<file path="src/rtl/waterfall_display.sv">
// rtl/waterfall_display.sv - spectrogram (waterfall) renderer on the HDMI pixel clock
//
// Purpose:
//   Draws stored FFT rows as a scrolling spectrogram. The newest FFT is at the top row.
//   Screen coordinates are mapped to an FFT-RAM bank/address. The returned magnitude
//   goes through a selectable colormap. Syncs are delayed so they stay aligned with rgb.
//   The oldest-FFT slot is latched once per frame, at sx==0 and sy==0. Drawing begins
//   at the first frame start after reset.
//
// Ports:
//   hdmi_clk       pixel clock (only clock)
//   reset_n        asynchronous active-low reset
//   sx, sy         current pixel column / row
//   hve_in         {hsync, vsync, de} aligned with sx/sy
//   oldest_fft_idx slot of the oldest stored FFT
//   cmap_mode      0 red, 1 gray, 2 heat, 3 gray
//   data_rd        magnitude returned by the FFT RAM
//   bank_rd        one-hot bank read enable
//   addr_rd        per-bank read address
//   rgb            pixel colour {R,G,B}
//   hve            hve_in delayed by RD_LATENCY+2 cycles
//
// Optional build macro: WATERFALL_BORDER_EN draws a white 1-pixel ring around the box.
module waterfall_display #(
  parameter int          DATA_WIDTH     = 4,
  parameter int          COORDW         = 16,
  parameter int          FFT_BINS       = 256,
  parameter int          NO_FFTS        = 50,
  parameter int          NO_BANKS       = 2,
  parameter int          RAM_ADDR_WIDTH = 12,
  parameter int          H_BIAS         = 64,
  parameter int          V_BIAS         = 40,
  parameter int          H_SCALE_LOG2   = 1,
  parameter int          V_SCALE        = 8,
  parameter int          RD_LATENCY     = 1,
  parameter logic [23:0] BG_RGB         = 24'h00002D
) (
  input  logic                         hdmi_clk,
  input  logic                         reset_n,
  input  logic [COORDW-1:0]            sx,
  input  logic [COORDW-1:0]            sy,
  input  logic [2:0]                   hve_in,
  input  logic [$clog2(NO_FFTS)-1:0]   oldest_fft_idx,
  input  logic [1:0]                   cmap_mode,
  input  logic [DATA_WIDTH-1:0]        data_rd,
  output logic [NO_BANKS-1:0]          bank_rd,
  output logic [RAM_ADDR_WIDTH-1:0]    addr_rd,
  output logic [23:0]                  rgb,
  output logic [2:0]                   hve
);

  localparam int IDXW     = $clog2(NO_FFTS);
  localparam int BOX_W    = FFT_BINS << H_SCALE_LOG2;
  localparam int BOX_H    = NO_FFTS * V_SCALE;
  localparam int PIPE_LAT = RD_LATENCY + 2;
  // The inside flag must line up with data_rd: one address stage plus the RAM latency.
  localparam int DLY      = 1 + RD_LATENCY;

  localparam logic [IDXW:0] NF_W      = (IDXW+1)'(NO_FFTS);
  localparam logic [IDXW:0] NF_LAST_W = (IDXW+1)'(NO_FFTS - 1);
  localparam logic [7:0]    SUB_LAST  = 8'(V_SCALE - 1);

  // Signed views of the coordinates. H_BIAS-1 may be negative when bias is zero.
  int sx_i;
  int sy_i;
  assign sx_i = int'(sx);
  assign sy_i = int'(sy);

  logic            frame_start;
  logic            frame_ok;
  logic [IDXW-1:0] idx_q;
  logic [IDXW-1:0] row_idx;
  logic [7:0]      sub_row;

  assign frame_start = (sx_i == 0) && (sy_i == 0);

  // ---------------- draw-box decode ----------------
  logic in_x, in_y, inside_now;
  assign in_x       = (sx_i >= H_BIAS) && (sx_i < H_BIAS + BOX_W);
  assign in_y       = (sy_i >= V_BIAS) && (sy_i < V_BIAS + BOX_H);
  assign inside_now = frame_ok && in_x && in_y;

`ifdef WATERFALL_BORDER_EN
  logic ring_x, ring_y, border_now;
  assign ring_x     = (sx_i >= H_BIAS - 1) && (sx_i <= H_BIAS + BOX_W);
  assign ring_y     = (sy_i >= V_BIAS - 1) && (sy_i <= V_BIAS + BOX_H);
  assign border_now = frame_ok && ring_x && ring_y && !(in_x && in_y);
`endif

  // ---------------- frame latch and row tracking ----------------
  always_ff @(posedge hdmi_clk or negedge reset_n) begin
    if (!reset_n) begin
      idx_q    <= '0;
      frame_ok <= 1'b0;
      row_idx  <= '0;
      sub_row  <= '0;
    end else begin
      if (frame_start) begin
        idx_q    <= oldest_fft_idx;
        frame_ok <= 1'b1;
      end
      // Counters step once per line, at column 0. This avoids dividing sy by V_SCALE.
      if (sx_i == 0) begin
        if (sy_i == V_BIAS) begin
          row_idx <= '0;
          sub_row <= '0;
        end else if ((sy_i > V_BIAS) && (sy_i < V_BIAS + BOX_H)) begin
          if (sub_row == SUB_LAST) begin
            sub_row <= '0;
            row_idx <= row_idx + 1'b1;
          end else begin
            sub_row <= sub_row + 8'd1;
          end
        end
      end
    end
  end

  // ---------------- slot / bin / address ----------------
  // row_idx never exceeds NO_FFTS-1 inside the box, so the reversed index is
  // non-negative. The sum stays below 2*NO_FFTS, so one conditional subtract wraps it.
  logic [IDXW:0]         rev_row, slot_sum, slot_w;
  logic [31:0]           slot32, bin32, addr32;
  logic [NO_BANKS-1:0]   bank_sel;

  always_comb begin
    rev_row  = NF_LAST_W - {1'b0, row_idx};
    slot_sum = {1'b0, idx_q} + rev_row;
    slot_w   = (slot_sum >= NF_W) ? (slot_sum - NF_W) : slot_sum;
    slot32   = 32'(slot_w);
    bin32    = 32'(sx_i - H_BIAS) >> H_SCALE_LOG2;
    addr32   = (slot32 / 32'(NO_BANKS)) * 32'(FFT_BINS) + bin32;
    bank_sel = NO_BANKS'(1) << (slot32 % 32'(NO_BANKS));
  end

  always_ff @(posedge hdmi_clk or negedge reset_n) begin
    if (!reset_n) begin
      bank_rd <= '0;
      addr_rd <= '0;
    end else begin
      bank_rd <= inside_now ? bank_sel : '0;
      if (inside_now) addr_rd <= addr32[RAM_ADDR_WIDTH-1:0];
    end
  end

  // ---------------- delay lines ----------------
  logic [DLY-1:0] inside_sr;
  logic [2:0]     hve_sr [PIPE_LAT];

  always_ff @(posedge hdmi_clk or negedge reset_n) begin
    if (!reset_n) begin
      inside_sr <= '0;
      for (int i = 0; i < PIPE_LAT; i++) hve_sr[i] <= '0;
    end else begin
      inside_sr <= {inside_sr[DLY-2:0], inside_now};
      hve_sr[0] <= hve_in;
      for (int i = 1; i < PIPE_LAT; i++) hve_sr[i] <= hve_sr[i-1];
    end
  end

  assign hve = hve_sr[PIPE_LAT-1];

`ifdef WATERFALL_BORDER_EN
  logic [DLY-1:0] border_sr;
  always_ff @(posedge hdmi_clk or negedge reset_n) begin
    if (!reset_n) border_sr <= '0;
    else          border_sr <= {border_sr[DLY-2:0], border_now};
  end
`endif

  // ---------------- colour stage ----------------
  logic [7:0]  v8;
  logic [7:0]  v8x2;
  logic [23:0] cmap_rgb;
  logic [23:0] rgb_next;
  logic        de_dly;

  // The de bit one stage before the output register lines up with data_rd.
  assign de_dly = hve_sr[PIPE_LAT-2][0];

  always_comb begin
    v8 = '0;
    for (int i = 0; i < 8; i++) v8[7-i] = data_rd[DATA_WIDTH-1 - (i % DATA_WIDTH)];
    // Doubling after dropping the MSB gives 2*v8 below 128 and 2*(v8-128) above it.
    v8x2 = {v8[6:0], 1'b0};
    case (cmap_mode)
      2'd0:    cmap_rgb = {v8, 16'h0000};
      2'd2:    cmap_rgb = v8[7] ? {8'hFF, v8x2, 8'h00} : {v8x2, 8'h00, ~v8x2};
      default: cmap_rgb = {v8, v8, v8};
    endcase

    rgb_next = BG_RGB;
    if (!de_dly)                      rgb_next = 24'h000000;
`ifdef WATERFALL_BORDER_EN
    else if (border_sr[DLY-1])        rgb_next = 24'hFFFFFF;
`endif
    else if (inside_sr[DLY-1])        rgb_next = cmap_rgb;
  end

  always_ff @(posedge hdmi_clk or negedge reset_n) begin
    if (!reset_n) rgb <= '0;
    else          rgb <= rgb_next;
  end

endmodule

</file>
<file path="config.mk">
export PLATFORM = sky130hd
export DESIGN_NAME = waterfall_display
export DESIGN_NICKNAME = d
export VERILOG_FILES = /design/src/rtl/waterfall_display.sv
export SDC_FILE = /design/constraint.sdc
export NUM_CORES = 1
export LEC_CHECK = 0
export ABC_AREA = 1
export CAP_MARGIN = 20
export CORE_MARGIN = 2
export CORE_UTILIZATION = 50
export DETAILED_ROUTE_END_ITERATION = 7
export PLACE_DENSITY = 0.81
export SYNTH_ARGS = -nofsm -noshare
export SYNTH_HDL_FRONTEND = slang
export SYNTH_SLANG_ARGS = --single-unit
</file>
<file path="constraint.sdc">
create_clock -name hdmi_clk -period 10.4 [get_ports hdmi_clk]
set_input_delay 3.12 -clock hdmi_clk [delete_from_list [all_inputs] [get_ports hdmi_clk]]
set_output_delay 3.12 -clock hdmi_clk [all_outputs]
set_load 0.01 [all_outputs]
</file>
**Word level (Yosys, flattened, before mapping)**

Cells that the tools add are included.

- $add $sub $neg: 7
- Magnitude comparators: 6
- Equal/unequal tests: 3
- Shift-type cells: 1
- Multiplexer cells: 12
- Bitwise gates (word level): 1
- Reduce and logical (&&, ||, !) cells: 13

Operators with widths:

| kind | number |
|---|---|
| $mux 24 | 3 |
| $logic_not 32->1 | 2 |
| $pmux 24 s2 | 1 |
| $mux 8 | 3 |
| $mux 6 | 3 |
| $eq 16x7->1 const B | 1 |
| $ge 16x6->1 const B | 1 |
| $ge 16x7->1 const B | 1 |
| $gt 16x6->1 const B | 1 |
| $lt 16x10->1 const B | 1 |
| $lt 16x9->1 const B | 1 |
| $sub 13x7->13 const B | 1 |
| $add 12x12->12 | 1 |
| $add 8x1->8 const B | 1 |
| $eq 8x3->1 const B | 1 |
| $not 8->8 | 1 |
| $add 6x7->7 | 1 |
| $ge 7x6->1 const B | 1 |
| $sub 6x6->7 const A | 1 |
| $add 6x1->6 const B | 1 |
| $logic_and 1x1->1 | 6 |
| $mux 5 | 1 |
| $sub 5x5->5 const B | 1 |
| $reduce_bool 2->1 | 2 |
| other kinds (6) | 6 |

- Flip-flop bits (word level): 70
- Word-level logic and storage cells: 54

**Longest topological paths before layout**

- Word-level depth: 6
- Mapped depth: 27
- Gate-level depth less buffers: 27

**Worst setup path after synthesis**

No wires, ideal clock.

- Kind: input -> register
- Start: input port sx[7]
- End: register addr_rd[11]
- Arrival: 4.691 ns
- Required time: 10.279 ns
- Setup slack: 5.588 ns
- Stages on the path: 17
- Cell sequence: inv_1 -> ha_1 -> nand2_1 -> xor2_1 -> inv_1 -> ha_1 -> nand3_1 -> nand3_1 -> inv_1 -> nand2_1 -> nand2_1 -> inv_1 -> nand3_1 -> nand2_1 -> nand2_1 -> nand3_1 -> nand2_1

- Word-level cells in the longest chain between the ends: 4
- Elaborated cells on any way between the ends: 7

Ends and longest elaborated chain:

| element | RTL line | text |
|---|---|---|
| start: declaration | 40 | `input logic [COORDW-1:0] sx,` |
| branches (longest 4 deep; another with $sub 13x7->13) | - |  |
| end signal: assignment | 142 | `if (inside_now) addr_rd <= addr32[RAM_ADDR_WIDTH-1:0];` |
| end: declaration | 47 | `output logic [RAM_ADDR_WIDTH-1:0] addr_rd,` |

Parallel ways; which one is timed is not known.
A chain may end at the register's enable or synchronous reset.

**Final worst setup path**

- Start: input port sx[6]
- End: register addr_rd[11]

The elaborated chain is that of the path after synthesis.

==> Flow_metrics.wiki <==
{| class="wikitable"
! Metric !! Value
|-
| Switching component of the power || between 0.1 and 0.15 mW
|-
| Core area || 7140 sq um
|-
| Number of detailed-route iterations in the first pass || 4
|-
| Detailed placement HPWL || a little over 6 mm
|-
| Fraction of final layout cells with drive strength greater than 1 || 0.0850
|-
| Fin Clk Skew || roughly 0.0064 ns
|-
| Total I/O pin count || 90
|-
| Worst-path maximum fanout || 7
|-
| Total Neg Setup Slack || 0 ns
|-
| Worst slew slack as a fraction of its limit || 0.490
|-
| Power consumption || 0.539 mW
|-
| Area of the multi-input gates || 1660 sq um
|-
| Source-to-sink clock delay at the later pin of the worst-skew pair || 0.35 ns
|-
| Mean instance size in the synthesized netlist || 8.08 sq um
|-
| Power density normalized to cell area || between 100 and 150 nW/um^2
|-
| Via density per instance || between 5 and 6
|-
| Total routing usage reported by global routing || 0.218
|-
| Iteration-0 DRC Markers || roughly 100
|-
| Vias || 3203
|-
| Final cycle utilization of the critical path || 0.505
|-
| Tightest Hold Check Type || register to register
|-
| Internal || a little over 0.4 mW
|-
| Combined flip-flop and latch cell area || ~1600 sq um
|-
| Leak Pwr || roughly 2.4 nW
|-
| Portion of the post-synthesis area used by sequential elements || 0.432
|-
| Critical Path RT || 10.64 ns
|-
| Count of distinct cell types in the synthesized netlist || 34
|-
| Endpoints failing hold || 0
|-
| Critical path cell sequence || clkdlybuf4s50_1 -> inv_1 -> ha_1 -> nand2_1 -> xor2_1 -> inv_1 -> ha_1 -> nand3_1 -> nand3_1 -> inv_1 -> nand2_1 -> nand2_1 -> inv_1 -> nand3_1 -> nand2_1 -> nand2_1 -> nand3_1 -> nand2_1
|-
| Quantity of I/O buffers inserted on ports || between 80 and 90
|-
| Portion of total power attributed to sequential cells || 0.460
|-
| Type of element launching the critical path || primary input
|-
| Die W || between 80 and 90 microns
|-
| End of the worst register-to-register path || addr_rd[11]
|-
| Fill cell count || 608
|-
| CTS clock-pin slew for the worst setup and hold paths || about 0.080 ns
|-
| Switching Share || 0.242
|-
| Net total in the final layout || ~610
|-
| Proportion of power drawn by the clock network || 0.455
|-
| Minimum setup slack in the final design || 5.14 ns
|-
| Critical path type || primary input to register
|-
| Via count of the first global-routing pass || approximately 3100
|-
| Number of setup violations in the final report || 0
|-
| Floorplan die height || 89.4 microns
|-
| Setup repair after global routing missed its margin || false
|-
| Site Rows || 31
|-
| Clock tree root driver cell || sky130_fd_sc_hd__clkbuf_8
|-
| Antenna diode count || 0
|-
| Remaining design rule violation count || 0
|-
| Residual antenna-violating net count after detailed routing || 0
|-
| Quantity of hold-fixing buffers added after cts || 0
|-
| Global-route wire length before repair || between 10 and 15 mm
|-
| Max incr delay on CP || around 0.5 ns
|-
| Launching point of the worst reg2reg path || row_idx[1]
|-
| Most used cells in the layout excluding fill and tap cells || sky130_fd_sc_hd__nand2_1, sky130_fd_sc_hd__clkdlybuf4s50_1, sky130_fd_sc_hd__inv_1
|-
| Initial antenna violation count || 0
|-
| Capturing element type of the critical path || register
|-
| Routed length per instance || approximately 13 microns
|-
| Area Overhead vs Synth || 31.0%
|-
| Setup Fix Bufs, Post-CTS || 0
|-
| Outcome || completed
|-
| Full die area || 7990 sq um
|-
| Achievable Freq || around 190 MHz
|-
| Worst-path cell with the longest stage delay || sky130_fd_sc_hd__clkdlybuf4s50_1
|-
| Mapped Area || between 3000 and 4000 sq um
|-
| Largest net degree at the start of global routing || 64
|-
| Placement-stage worst setup slack || just under 5 ns
|-
| Transition at the pin with the smallest max-transition slack || approximately 0.76 ns
|-
| Post-CTS sizing || 0
|-
| Reported max-cap violation count || 0
|-
| Final slew viol count || 0
|-
| Total Wirelength || 8.03 mm
|-
| Worst reg2reg path depth || 25
|-
| Data arrival time of the critical path || around 5.5 ns
|-
| Hold slack || between 0.3 and 0.4 ns
|-
| Critical Path Most Common Cell || sky130_fd_sc_hd__nand2_1
|-
| Register-to-register path setup slack || 6.73 ns
|-
| Total clock buffers created by CTS || 9
|-
| Initial cell density of the core || 0.511
|-
| CTS tree || yes
|-
| FF+latch count, synth || between 60 and 70
|-
| Routability congestion estimate || about 0.84
|-
| Sinks on Clock Net || 63
|-
| # H-tree levels || 3
|-
| Final min period || 5.26 ns
|-
| Buffer levels on the longest clock path || 2
|-
| Leading cell type in the layout, fill and taps excluded || sky130_fd_sc_hd__nand2_1
|-
| Last element of the critical path || addr_rd[11]
|-
| Launch point of the worst path || sx[6]
|-
| Number of instances in the synthesized netlist || 451
|-
| Total nets after synthesis || between 500 and 600
|-
| Maximum resistive drop on vdd || ~67 uV
|-
| Part of the power in combinational logic || 0.085
|-
| GRT Residual Overflow || 0
|-
| Yosys Warn Count || 0
|}
through the flow:
| step | instance area (sq um) | std cells | utilization |
|---|---|---|---|
| after detailed placement | 4550 | 624 | 0.637 |
| after floorplan | 3650 | 451 | - |
| after CTS | 4770 | 640 | 0.669 |
| after global routing | 4770 | 640 | 0.669 |
| final | 4770 | 640 | 0.669 |
| after global placement | 4550 | 624 | 0.637 |
synth_stat cells (all sizes together):
master / instances / area share
a211oi: 3 / 0.0062
a21boi: 1 / 0.0021
a21oi: 10 / 0.014
a31oi: 1 / 0.0058
buf: 15 / 0.031
clkbuf: 1 / 0.0010
dfrtp: 63 / 0.43
fa: 2 / 0.011
ha: 20 / 0.069
inv: 79 / 0.081
nand2: 110 / 0.11
nand3: 38 / 0.056
nand3b: 1 / 0.0021
nand4: 10 / 0.019
nor2: 37 / 0.044
nor3: 4 / 0.0086
nor4: 3 / 0.0051
o211ai: 1 / 0.0021
o21ai: 35 / 0.060
o21bai: 2 / 0.0041
o22ai: 1 / 0.0017
or2: 4 / 0.0069
xnor2: 2 / 0.0048
xor2: 8 / 0.019
registers in the layout, indices dropped and copies added (netlist names):
signal	flops
addr_rd	12
bank_rd	2
de_dly	1
frame_ok	1
hve	3
hve_sr	5
idx_q	6
inside_sr	2
rgb	17
row_idx	6
sub_row	8
routing by layer:
metal,GRT usage,routed length (microns)
met1,0.248,3200
met2,0.399,4200
met3,0.0526,498
met4,0.0760,138
met5,0,0
power groups by stage:
stage	Clock (mW)	Combinational, mW	Sequential [mW]
floorplan	0	0.0147	0.254
global placement	0	0.0448	0.253
detailed placement	0	0.0459	0.253
CTS	0.248	0.0463	0.248
global route	0.256	0.0512	0.248
finish	0.245	0.0459	0.248
worst max-delay path, delay by kind of cell:
family                   cells  cell delay, ns
XOR/XNOR                     1            0.26
buffers and inverters        5            0.81
AND/OR/NAND/NOR             10            0.76
adder cells (fa/ha/maj)      2            0.56
kinds of logic (layout without fill, tap and decap cells):
family	count (synthesis)	after routing	synth area share
and+or+nand+nor	207	207	0.255
buffers and inverters	95	185	0.113
DFF	63	63	0.432
AOI/OAI and AO/OA	54	54	0.0961
adders and majority gates	22	22	0.0796
xor gates and xnor gates	10	10	0.0240
final cells by class:
class,instances,share of cell area
Multi-Input combinational cell,293,0.347
Clock buffer,9,0.0259
Timing Repair Buffer,90,0.187
Sequential cell,63,0.330
Tap cell,99,0.0259
Clock inverter,7,0.0218
Inverter,79,0.0621
worst min path at each step:
stage	from	to	slack [ns]	cells after the start
floorplan	hve_sr[6]	de_dly	0.33	0
global placement	inside_sr[0]	inside_sr[1]	0.33	0
detailed placement	hve_sr[7]	hve_sr[4]	0.34	0
CTS	hve_sr[6]	de_dly	0.36	0
global route	hve_sr[6]	de_dly	0.36	0
finish	hve_sr[6]	de_dly	0.35	0
(Power assumes the default switching activity.)
